[config.mk]
export PLATFORM = sky130hd
export DESIGN_NAME = croma_config_fsm
export DESIGN_NICKNAME = d
export VERILOG_FILES = /design/src/rtl/croma_config_fsm.sv
export SDC_FILE = /design/constraint.sdc
export NUM_CORES = 1
export LEC_CHECK = 0
export CAP_MARGIN = 40
export CORE_MARGIN = 1.5
export CORE_UTILIZATION = 60
export DETAILED_ROUTE_END_ITERATION = 6
export HOLD_SLACK_MARGIN = 0.15
export PLACE_DENSITY = 0.81
export RECOVER_POWER = 25
export SKIP_CTS_REPAIR_TIMING = 1
export SLEW_MARGIN = 20
export SYNTH_ARGS = -nofsm -noshare
export SYNTH_HDL_FRONTEND = slang
export SYNTH_SLANG_ARGS = --single-unit
[constraint.sdc]
create_clock -name clk_i -period 4 [get_ports clk_i]
set_clock_uncertainty 0.1 [all_clocks]
set_input_delay 0.4 -clock clk_i [delete_from_list [all_inputs] [get_ports clk_i]]
set_output_delay 0.4 -clock clk_i [all_outputs]
set_load 0.02 [all_outputs]
[src/rtl/croma_config_fsm.sv]
// croma_config_fsm
//   Button-driven colour configuration controller for the VGA text display.
//   Raw buttons are synchronised, debounced and turned into rising-edge pulses.
//   Pulses edit shadow copies of letter colour, background colour and tone.
//   Shadows are copied to the outputs only while vblank is high, so the
//   output stage never sees a colour change in the middle of a frame.
//
//   Optional feature macro: AUTOREPEAT_EN
//     defined   : a held Up/Down button produces repeat pulses, the first
//                 after REP_DELAY cycles and then every REP_PERIOD cycles.
//     undefined : one pulse per press; REP_* parameters have no effect.
//
// Ports
//   clk_i       pixel clock
//   reset_ni    synchronous reset, active-low
//   up_i        raw button: increase tone
//   down_i      raw button: decrease tone
//   tc_i        raw button: toggle edit target (0 letter, 1 background)
//   lp_i        raw button: step colour index of current target
//   vblank_i    high during vertical blanking
//   color_l_o   committed letter colour index
//   color_p_o   committed background colour index
//   ton_o       committed tone
//   sel_o       current edit target
//   pending_o   shadow edits waiting for a commit
//
// State      | meaning
// S_IDLE     | outputs match shadows, nothing to commit
// S_WAIT_VB  | edits pending, waiting for vblank
// S_COMMIT   | one cycle: shadows copied to outputs

module croma_config_fsm #(
    parameter int unsigned DEB_CYCLES = 250000,
    parameter int unsigned TON_STEP   = 8,
    parameter int unsigned REP_DELAY  = 12500000,
    parameter int unsigned REP_PERIOD = 2500000
) (
    input  logic       clk_i,
    input  logic       reset_ni,
    input  logic       up_i,
    input  logic       down_i,
    input  logic       tc_i,
    input  logic       lp_i,
    input  logic       vblank_i,
    output logic [2:0] color_l_o,
    output logic [2:0] color_p_o,
    output logic [7:0] ton_o,
    output logic       sel_o,
    output logic       pending_o
);

    localparam int unsigned DEB_W = $clog2(DEB_CYCLES);
    localparam logic [8:0]  STEP9 = 9'(TON_STEP);

    if (DEB_CYCLES < 2 || TON_STEP == 0 || TON_STEP > 255 ||
        REP_DELAY == 0 || REP_PERIOD == 0) begin : g_bad_param
        $error("croma_config_fsm: parameter out of range");
    end

    typedef enum logic [1:0] {
        S_IDLE    = 2'd0,
        S_WAIT_VB = 2'd1,
        S_COMMIT  = 2'd2
    } state_e;

    // Button vector order: {tc, lp, up, down}, which is also the priority order.
    logic [3:0]       btn_raw;
    logic [3:0]       sync1_q, sync2_q, level_q, pulse_q;
    logic [DEB_W-1:0] deb_cnt_q [4];
    logic [3:0]       evt;

    assign btn_raw = {tc_i, lp_i, up_i, down_i};

    always_ff @(posedge clk_i) begin
        if (!reset_ni) begin
            sync1_q <= '0;
            sync2_q <= '0;
            level_q <= '0;
            pulse_q <= '0;
            for (int i = 0; i < 4; i++) deb_cnt_q[i] <= '0;
        end else begin
            sync1_q <= btn_raw;
            sync2_q <= sync1_q;
            for (int i = 0; i < 4; i++) begin
                pulse_q[i] <= 1'b0;
                if (sync2_q[i] == level_q[i]) begin
                    deb_cnt_q[i] <= '0;
                end else if (deb_cnt_q[i] == DEB_W'(DEB_CYCLES - 1)) begin
                    deb_cnt_q[i] <= '0;
                    level_q[i]   <= sync2_q[i];
                    pulse_q[i]   <= sync2_q[i];
                end else begin
                    deb_cnt_q[i] <= deb_cnt_q[i] + 1'b1;
                end
            end
        end
    end

`ifdef AUTOREPEAT_EN
    localparam int unsigned REP_W = $clog2(REP_DELAY + REP_PERIOD);

    logic [REP_W-1:0] rep_cnt_q [2];
    logic [1:0]       rep_pulse_q;

    // Down-counter per Up/Down button. It stays loaded with the initial delay
    // until the button is held (debounced level and synced input both high),
    // so releasing the button stops repeats immediately.
    always_ff @(posedge clk_i) begin
        if (!reset_ni) begin
            rep_pulse_q <= '0;
            for (int i = 0; i < 2; i++) rep_cnt_q[i] <= REP_W'(REP_DELAY - 1);
        end else begin
            for (int i = 0; i < 2; i++) begin
                rep_pulse_q[i] <= 1'b0;
                if (!(level_q[i] && sync2_q[i])) begin
                    rep_cnt_q[i] <= REP_W'(REP_DELAY - 1);
                end else if (rep_cnt_q[i] == '0) begin
                    rep_pulse_q[i] <= 1'b1;
                    rep_cnt_q[i]   <= REP_W'(REP_PERIOD - 1);
                end else begin
                    rep_cnt_q[i] <= rep_cnt_q[i] - 1'b1;
                end
            end
        end
    end

    assign evt = {pulse_q[3:2], pulse_q[1:0] | rep_pulse_q};
`else
    assign evt = pulse_q;
`endif

    state_e     state_q, state_d;
    logic [2:0] shad_l_q, shad_l_d, shad_p_q, shad_p_d;
    logic [7:0] shad_ton_q, shad_ton_d;
    logic [2:0] color_l_q, color_l_d, color_p_q, color_p_d;
    logic [7:0] ton_q, ton_d;
    logic       sel_q, sel_d, pending_q, pending_d;
    logic       edit;
    logic [2:0] lp_next;
    logic [8:0] ton_sum;

    always_ff @(posedge clk_i) begin
        if (!reset_ni) begin
            state_q    <= S_IDLE;
            shad_l_q   <= 3'd7;
            shad_p_q   <= 3'd0;
            shad_ton_q <= 8'd128;
            color_l_q  <= 3'd7;
            color_p_q  <= 3'd0;
            ton_q      <= 8'd128;
            sel_q      <= 1'b0;
            pending_q  <= 1'b0;
        end else begin
            state_q    <= state_d;
            shad_l_q   <= shad_l_d;
            shad_p_q   <= shad_p_d;
            shad_ton_q <= shad_ton_d;
            color_l_q  <= color_l_d;
            color_p_q  <= color_p_d;
            ton_q      <= ton_d;
            sel_q      <= sel_d;
            pending_q  <= pending_d;
        end
    end

    always_comb begin
        state_d    = state_q;
        shad_l_d   = shad_l_q;
        shad_p_d   = shad_p_q;
        shad_ton_d = shad_ton_q;
        color_l_d  = color_l_q;
        color_p_d  = color_p_q;
        ton_d      = ton_q;
        sel_d      = sel_q;
        pending_d  = pending_q;
        edit       = 1'b0;
        lp_next    = '0;
        ton_sum    = '0;

        // Only the highest-priority pulse of a cycle is acted on.
        if (evt[3]) begin
            sel_d = ~sel_q;
        end else if (evt[2]) begin
            edit = 1'b1;
            // Step the colour index, skipping the other target's colour so
            // letters never become invisible against the background.
            if (sel_q) begin
                lp_next = shad_p_q + 3'd1;
                if (lp_next == shad_l_q) lp_next = shad_p_q + 3'd2;
                shad_p_d = lp_next;
            end else begin
                lp_next = shad_l_q + 3'd1;
                if (lp_next == shad_p_q) lp_next = shad_l_q + 3'd2;
                shad_l_d = lp_next;
            end
        end else if (evt[1]) begin
            edit       = 1'b1;
            ton_sum    = {1'b0, shad_ton_q} + STEP9;
            shad_ton_d = ton_sum[8] ? 8'hFF : ton_sum[7:0];
        end else if (evt[0]) begin
            edit       = 1'b1;
            ton_sum    = {1'b0, shad_ton_q} - STEP9;
            shad_ton_d = ton_sum[8] ? 8'h00 : ton_sum[7:0];
        end

        if (edit) pending_d = 1'b1;

        case (state_q)
            S_IDLE: begin
                if (edit) state_d = S_WAIT_VB;
            end
            S_WAIT_VB: begin
                if (vblank_i) state_d = S_COMMIT;
            end
            S_COMMIT: begin
                color_l_d = shad_l_q;
                color_p_d = shad_p_q;
                ton_d     = shad_ton_q;
                pending_d = edit;
                state_d   = edit ? S_WAIT_VB : S_IDLE;
            end
            default: state_d = S_IDLE;
        endcase
    end

    assign color_l_o = color_l_q;
    assign color_p_o = color_p_q;
    assign ton_o     = ton_q;
    assign sel_o     = sel_q;
    assign pending_o = pending_q;

endmodule

### Word level (Yosys, flattened, before mapping)

Memories as Yosys holds them, arrays and structs flattened.
Index checks and enable logic that the tools add are counted.

* flip-flop bits (word level): 48
* bits in writable memories: 72
* input port bits: 7
* memories kept: 1

Memories
* deb_cnt_q: words 4, bits a word 18, read ports 4, clocked after memory_dff 0, write ports 4, RTL line 69 `logic [DEB_W-1:0] deb_cnt_q [4];`

* add/sub/neg operators: 10
* equal/unequal tests: 14
* multiplexer cells: 73
* bitwise operators: 24
* reduce and logical (&&, ||, !) cells: 15

Operators by type and width (count)
* 18-bit 2-to-1 mux: 12
* 18-bit by 1-bit adder with 18-bit output (second input constant): 4
* 18-bit equality test (second input constant): 4
* 1-bit 2-to-1 mux: 52
* 8-bit 2-to-1 mux: 4
* 1-bit inverter: 12
* 1-bit OR: 12
* 3-bit OR reduction: 4
* 2-bit AND reduction: 5
* 8-bit by 4-bit adder with 9-bit output (second input constant): 1
* 3-bit AND reduction: 3
* 8-bit by 4-bit subtractor with 9-bit output (second input constant): 1
* 3-bit by 1-bit adder with 3-bit output (second input constant): 2
* 3-bit by 2-bit adder with 3-bit output (second input constant): 2
* 3-bit equality test: 2
* 3-bit 2-to-1 mux: 2
* 2-bit one-hot mux with 3 select lines: 1
* 1-bit equality test: 4
* 2-bit 2-to-1 mux: 2
* 2-bit inequality test (second input constant): 2
* 2-bit nonzero test: 2
* 2-bit by 1-bit equality test with 1-bit output (second input constant): 1
* 2-bit equality test (second input constant): 1
* 2-bit zero test: 1

### Logic depth before layout (Yosys ltp)

Gate-level depths: netlist of the first run.

* depth in word-level cells: 7
* gate-level depth with buffers: 7
* gate-level depth less buffers: 5

### Least setup slack after synthesis of the first run

No wires, ideal clock.

* kind: reg2reg
* start: memory deb_cnt_q[1][5] (netlist bit)
* end: memory deb_cnt_q[1][10] (netlist bit) (data pin)
* library setup time: 0.254 ns
* data arrival time: 1.926 ns
* slack: 1.720 ns
* stages on the path, launching flop included: 6
* period minus slack after synthesis: 2.280 ns
* path through: edfxtp_1 or4_1 or4_4 o211ai_4 buf_6 nor2_1

RTL lines (RTL line)
* start: declaration: 69

==> metrics.yaml, run 1 <==
status:
  status: "completed"
worst_setup_path:
  critPathLaunch: "deb_cnt_q[3][13]"
  r2r_end: "deb_cnt_q[3][10]"
  critical_path_class: "flop to flop"
  cp.required_ns: 4.14
  cpPeakStageDelay_ns: 0.62
  critPathTopFamily: "simple AND/OR/NAND/NOR gates"
  reg2reg_from: "deb_cnt_q[3][13]"
  worst-path-buf-inv: 0
  cp_max_fo: 17
  cp-end-kind: "flop"
  crit_path_start_kind: "flop"
  slowest_stage: "o211ai_2"
  reg2reg_slack_ns: 1.50
  reg2reg_depth: 4
  crit_chain: "or3b_2 > or3_1 > o211ai_2 > nor2_1"
  critPathArrivalTime_ns: 2.64
synth:
  synth-simple-area-share_pct: 24.1
  ys_types: 57
  synth_area_per_cell_um2: 9.73
  synth_top_area_share_pct: 36.0
  synth_xor_xnor_area_share_pct: 8.78
  synthTopCellsByCount: "edfxtp_1 (72), nor2_1 (68), nand2_1 (51)"
  synth_edf_count: 72
  netlist_area_um2: 6000
  ys_ff_latch: 116
  synth_most_common_cell: "edfxtp_1"
  muxShareOfSynthArea_pct: 0.167
  synthAdderAreaFrac_pct: 1.67
  synth_top_area_cell: "edfxtp_1"
  yosysWarnings: 0
  synth_top_family_by_area: "simple AND/OR/NAND/NOR gates"
  async_reset_ff_share_pct: 0
  ys_seq_area_share_pct: 50.7
  synthFlopType: "edfxtp_1"
  yosys-top-cells-area: "edfxtp_1 (36%), dfxtp_1 (15%), xor2_1 (4.4%), nor2_1 (4.3%), xnor2_1 (3.6%)"
  synth_compound_area_share_pct: 11.2
  synth_cells: 617
global_route:
  grt_overflow_total: 0
  grt_pass1_vias: 4686
  grt_max_degree: 22
  grt_usage_pct: 25.2
  antenna_found_initial: 0
  grt_first_pass_wirelength_um: 20700
place:
  port_buffers: 22
  dp_hpwl_um: 8460
  routabilityCongestion: 0.805
cells_and_area:
  diodes: 0
  syn2layout_area_growth_pct: 19.3
  drive_above_1_share_pct: 6.10
  num-fill-cells: 709
  nNetsFinal: 723
timing:
  worstMarginPinSlew_ns: 1.04
  fin_setup_tns_ns: 0
  maxSlewViolCount: 0
  setup-violations-final: 0
  rsz0062_at_grt: "false"
  finalCritPeriodShare_pct: 62.5
  finalHoldViolations: 0
  min_period_ns: 2.50
  slew_headroom_pct: 30.8
  fmax_ghz: 0.400
floorplan:
  coreArea_um2: 9730
  start_util_pct: 61.7
  ios: 23
  die_height_um: 103
  rows: 36
  dieArea_um2: 10600
  chipWidth_um: 103
detailed_routing:
  drt_iter0_drc: 217
  dr.pass1.iters: 6
  routed_wl_um: 12500
  routedWlPerCell_um: 14.7
  drc_errors: 0
  vias: 4801
  viasPerCell: 5.62
  drtAntennaViolNets: 0
hold_path:
  min_path_type: "flop to flop"
  holdPathStages: 1
  hp-start: "sync1_q[1]"
  holdPathEnd: "sync2_q[1]"
power_and_ir_drop:
  fin_total_pwr_mw: 2.94
  p_leak_nw: 2.63
  power_density_nw_per_um2: 411
  vdd_ir_drop_max_mv: 0.294
clocking:
  cts_made_buffers: 17
  htree_levels: 4
  cts-root-buf: "clkbuf_8"
  clock-sinks: 116
  cts_buffer_depth: 2
  clk_pin_slew_ns: 0.06
  tritoncts: "yes"
  insertion_delay_ns: 0.52
run:
  max_cap_viol_count: 0
## cell type report
class | instances | area (um^2) | area share [%]
clock inverters | 10 | 128 | 1.78
inverters | 23 | 86.3 | 1.21
well taps | 133 | 166 | 2.33
repair buffers | 26 | 243 | 3.39
clock buffers | 22 | 463 | 6.47
multi-input cells | 524 | 3030 | 42.3
flip-flops and latches | 116 | 3040 | 42.5
## kinds of logic after synthesis
group	after synthesis
flip-flops	116
adder cells (fa/ha/maj)	8
other	1
buffers and inverters	48
AO/OA/AOI/OAI	108
AND/OR/NAND/NOR	278
multiplexers	1
XOR/XNOR	57
## state kept, by name, summed over array words and instances, names as in the netlist
signal / cells
level_q: 4
sync2_q: 4
sel_o: 1
evt: 4
pending_o: 1
shad_ton_q: 6
ton_o: 6
state_q: 2
color_p_o: 3
deb_cnt_q: 72
color_l_o: 3
shad_l_q: 3
sync1_q: 4
shad_p_q: 3
## layout by cell type, fill, tap and decap left out, types with 3 or more instances in the layout
cell,netlist,final
nor3_1,11,11
and3_1,16,16
dfxtp_1,44,44
clkbuf_8,0,4
clkdlybuf4s50_1,0,21
and2_1,13,9
a31oi_1,9,9
or2_2,5,5
nand2_1,51,51
conb_1,1,72
bufinv_16,0,3
and2_0,0,4
ha_1,8,8
a21oi_1,41,41
clkbuf_16,0,16
o211ai_1,6,6
o31ai_1,12,12
edfxtp_1,72,72
or3b_2,3,3
o21ai_0,22,22
xor2_1,30,30
nand3_1,32,32
inv_1,23,23
and4_1,5,5
nand4_1,24,24
nor4_1,13,13
clkbuf_1,21,4
or3_1,11,11
xnor2_1,25,25
or4_1,13,13
nor2_1,68,68
## worst register-to-register path, cell delays in order, from the launching register on
cell      delay [ns]
edfxtp_1        0.46
or3b_2          0.50
or3_1           0.41
o211ai_2        0.62
nor2_1          0.13
## report_power, final
part / internal, mW / switching (mW)
Clock: 0.992 / 0.517
Sequential: 1.31 / 0.0391
Combinational: 0.0330 / 0.0527
Total: 2.33 / 0.609
## stage by stage
step           utilization [%]  worst slack (ns)  cells  hold WS, ns  area [um^2]
4_1_cts                   73.6              1.49    854        0.336         7160
3_3_place_gp              67.4              1.52    820        0.317         6560
5_1_grt                   73.6              1.36    854        0.355         7160
3_5_place_dp              67.6              1.52    822        0.323         6570
6_report                  73.6              1.50    854        0.335         7160
2_1_floorplan                -              1.72    688        0.312         6270
## metal layers
layer	share of wire, %	vias to the layer above	GRT usage (%)
met1	42	2256	29.4
met4	2.0	0	11.9
met2	52	135	43.9
li1	-	2385	-
met3	4.2	25	6.10
met5	0	-	0
## worst max path at each step
stage                        to  slack, ns  depth (start not counted)
4_1_cts        deb_cnt_q[3][10]       1.49                          4
3_5_place_dp   deb_cnt_q[3][10]       1.52                          4
6_report       deb_cnt_q[3][10]       1.50                          4
2_1_floorplan  deb_cnt_q[1][10]       1.72                          5
3_3_place_gp   deb_cnt_q[0][12]       1.52                          4
5_1_grt         deb_cnt_q[3][7]       1.36                          4
Power figures use the tool's default switching activity.
==> inputs of run 2 (changes only) <==
Clock period 4 ns to 2.4 ns, I/O delays scaled along.
==> run 2 against run 1 <==
Fmax rose by 9.1%. Worst setup slack got worse by 1.4 ns. Sequential power rose by 66%. Final cell count rose by 0.94%. Critical path depth rose by 1. Design area rose by 1.5%. Sequential share of layout area fell by 0.63 points. Power rose by 73%. Largest power group unchanged.
==> metrics.yaml, run 2 (synthesis results as in run 1) <==
status:
  status: "completed"
power_and_ir_drop:
  combinationalPowerShare_pct: 3.0  # about the same
  vdd_ir_drop_max_mv: 0.749  # +150%
  netSwitchingPower_mw: 1.01  # +66%
  intPower_mw: 4.07  # +75%
  pwr-share-seq_pct: 44.1  # -1.7 points
  p_sw_share_pct: 19.9  # -0.82 points
  pwr-share-clk_pct: 53.0  # +1.7 points
  p_leak_nw: 2.69  # +2.1%
  power_density_nw_per_um2: 699  # +70%
global_route:
  grt_overflow_total: 0  # unchanged
  grt_usage_pct: 24.6  # -0.65 points
  grt_first_pass_wirelength_um: 19900  # -3.8%
  grt_pass1_vias: 4642  # -0.94%
  antenna_found_initial: 0  # unchanged
  grt_max_degree: 22  # unchanged
timing:
  finalHoldViolations: 0  # unchanged
  slew_headroom_pct: 34.3  # +3.6 points
  maxSlewViolCount: 0  # unchanged
  finalCritPeriodShare_pct: 95.5  # +33 points
  fin_setup_tns_ns: 0  # unchanged
  min_period_ns: 2.29  # -0.208 ns
  rsz0062_at_grt: "false"
  fmax_ghz: 0.436  # +9.1%
  worstMarginPinSlew_ns: 0.985  # -0.0535 ns
  setup-violations-final: 0  # unchanged
floorplan:
  dieArea_um2: 10600  # unchanged
  chipWidth_um: 103  # unchanged
  coreArea_um2: 9730  # unchanged
  rows: 36  # unchanged
  start_util_pct: 61.7  # unchanged
  ios: 23  # unchanged
  die_height_um: 103  # unchanged
clocking:
  insertion_delay_ns: 0.54  # +0.02 ns
  clock-sinks: 116  # unchanged
  cts-root-buf: "clkbuf_8"
  clk_pin_slew_ns: 0.05  # about the same
  cts_made_buffers: 17  # unchanged
  tritoncts: "yes"
  cts_buffer_depth: 2  # unchanged
  htree_levels: 4  # unchanged
run:
  max_cap_viol_count: 0  # unchanged
hold_path:
  holdPathEnd: "sync1_q[1]"
  min_path_type: "primary input to flop"
  holdPathStages: 2  # +1
  hp-start: "up_i"
detailed_routing:
  drc_errors: 0  # unchanged
  routed_wl_um: 12000  # -4.3%
  vias: 4812  # +0.23%
  routedWlPerCell_um: 13.9  # -5.1%
  drt_iter0_drc: 205  # -5.5%
  dr.pass1.iters: 6  # unchanged
  viasPerCell: 5.58  # -0.70%
  drtAntennaViolNets: 0  # unchanged
place:
  dp_hpwl_um: 8090  # -4.3%
  routabilityCongestion: 0.912  # +13%
  placed_area_um2: 6650  # +1.1%
  port_buffers: 22  # unchanged
cells_and_area:
  nNetsFinal: 731  # +1.1%
  syn2layout_area_growth_pct: 21.1
  largest_register_ff_count: 72  # unchanged
  final_cell_mix: "edfxtp_1 (72), conb_1 (72), nor2_1 (68)"
  largest_register: "deb_cnt_q"
  postLayoutCellArea_um2: 7260  # +1.5%
  drive_above_1_share_pct: 7.00  # +0.89 points
  diodes: 0  # unchanged
worst_setup_path:
  critPathArrivalTime_ns: 2.48  # -0.16 ns
  crit_chain: "or4_1 > or4_4 > o211ai_4 > buf_12 > nor2_1"
  r2r_end: "deb_cnt_q[1][12]"
  reg2reg_slack_ns: 0.11  # -1.39 ns
  cpPeakStageDelay_ns: 0.56  # -0.06 ns
  reg2reg_from: "deb_cnt_q[1][5]"
  cp_max_fo: 17  # unchanged
  critical_path_class: "flop to flop"
  worst-path-buf-inv: 1  # +1
  cp.required_ns: 2.59  # -1.55 ns
  cp-end-kind: "flop"
  slowest_stage: "or4_4"
  reg2reg_depth: 5  # +1
  crit_path_start_kind: "flop"
  critPathTopFamily: "simple AND/OR/NAND/NOR gates"
[run 2: changes by cell type in the layout (fill, tap and decap cells not counted), sizes merged]
cell / before / now
buf: 2 / 9
bufinv: 3 / 5
clkinv: 4 / 5
inv: 25 / 23
[run 2: how the worst max path moves through the flow]
stage / endpoint / slack, ns / start / cells past startpoint
floorplan: deb_cnt_q[1][10] / 0.12 / deb_cnt_q[1][5] / 5
global placement: deb_cnt_q[1][16] / 0.19 / deb_cnt_q[1][5] / 5
detailed placement: deb_cnt_q[1][15] / 0.12 / deb_cnt_q[1][5] / 5
CTS: deb_cnt_q[1][15] / 0.12 / deb_cnt_q[1][5] / 5
global route: deb_cnt_q[1][15] / 0.06 / deb_cnt_q[1][5] / 5
finish: deb_cnt_q[1][12] / 0.11 / deb_cnt_q[1][5] / 5
[run 2: stage by stage]
stage / setup WS, ns / instances / util [%] / hold slack [ns] / power, mW
floorplan: 0.120 / 688 / - / 0.267 / 2.37
global placement: 0.189 / 830 / 68.3 / 0.315 / 2.42
detailed placement: 0.121 / 830 / 68.3 / 0.325 / 2.42
CTS: 0.116 / 862 / 74.8 / 0.157 / 5.11
global route: 0.0648 / 862 / 74.7 / 0.175 / 5.23
finish: 0.107 / 862 / 74.7 / 0.179 / 5.08
[run 2: final cells by class]
cell class	instances	area (um^2)
Multi-Input combinational cell	524	3030
Clock inverter	11	180
Inverter	23	86.3
Fill cell	724	2460
Tap cell	133	166
Timing Repair Buffer	34	312
Sequential cell	116	3040
Clock buffer	21	449
[run 2: routing by layer]
layer / wire [um] / vias up / GRT usage (%)
met5: 0 / - / 0
met4: 280 / 0 / 12.1
met3: 481 / 26 / 7.12
met2: 6240 / 99 / 42.3
met1: 5000 / 2296 / 28.1
li1: - / 2391 / -
[run 2: worst register-to-register path, stage by stage (launching register included)]
cell and delay [ns]:
edfxtp_1 0.41, or4_1 0.55, or4_4 0.56, o211ai_4 0.19, buf_12 0.17, nor2_1 0.07
[run 2: power groups by stage]
stage / Combinational (mW) / Clock, mW / Sequential, mW
after global routing: 0.172 / 2.81 / 2.25
after floorplan: 0.110 / 0 / 2.26
final: 0.150 / 2.69 / 2.24
after detailed placement: 0.147 / 0 / 2.28
after CTS: 0.149 / 2.72 / 2.24
after global placement: 0.143 / 0 / 2.27
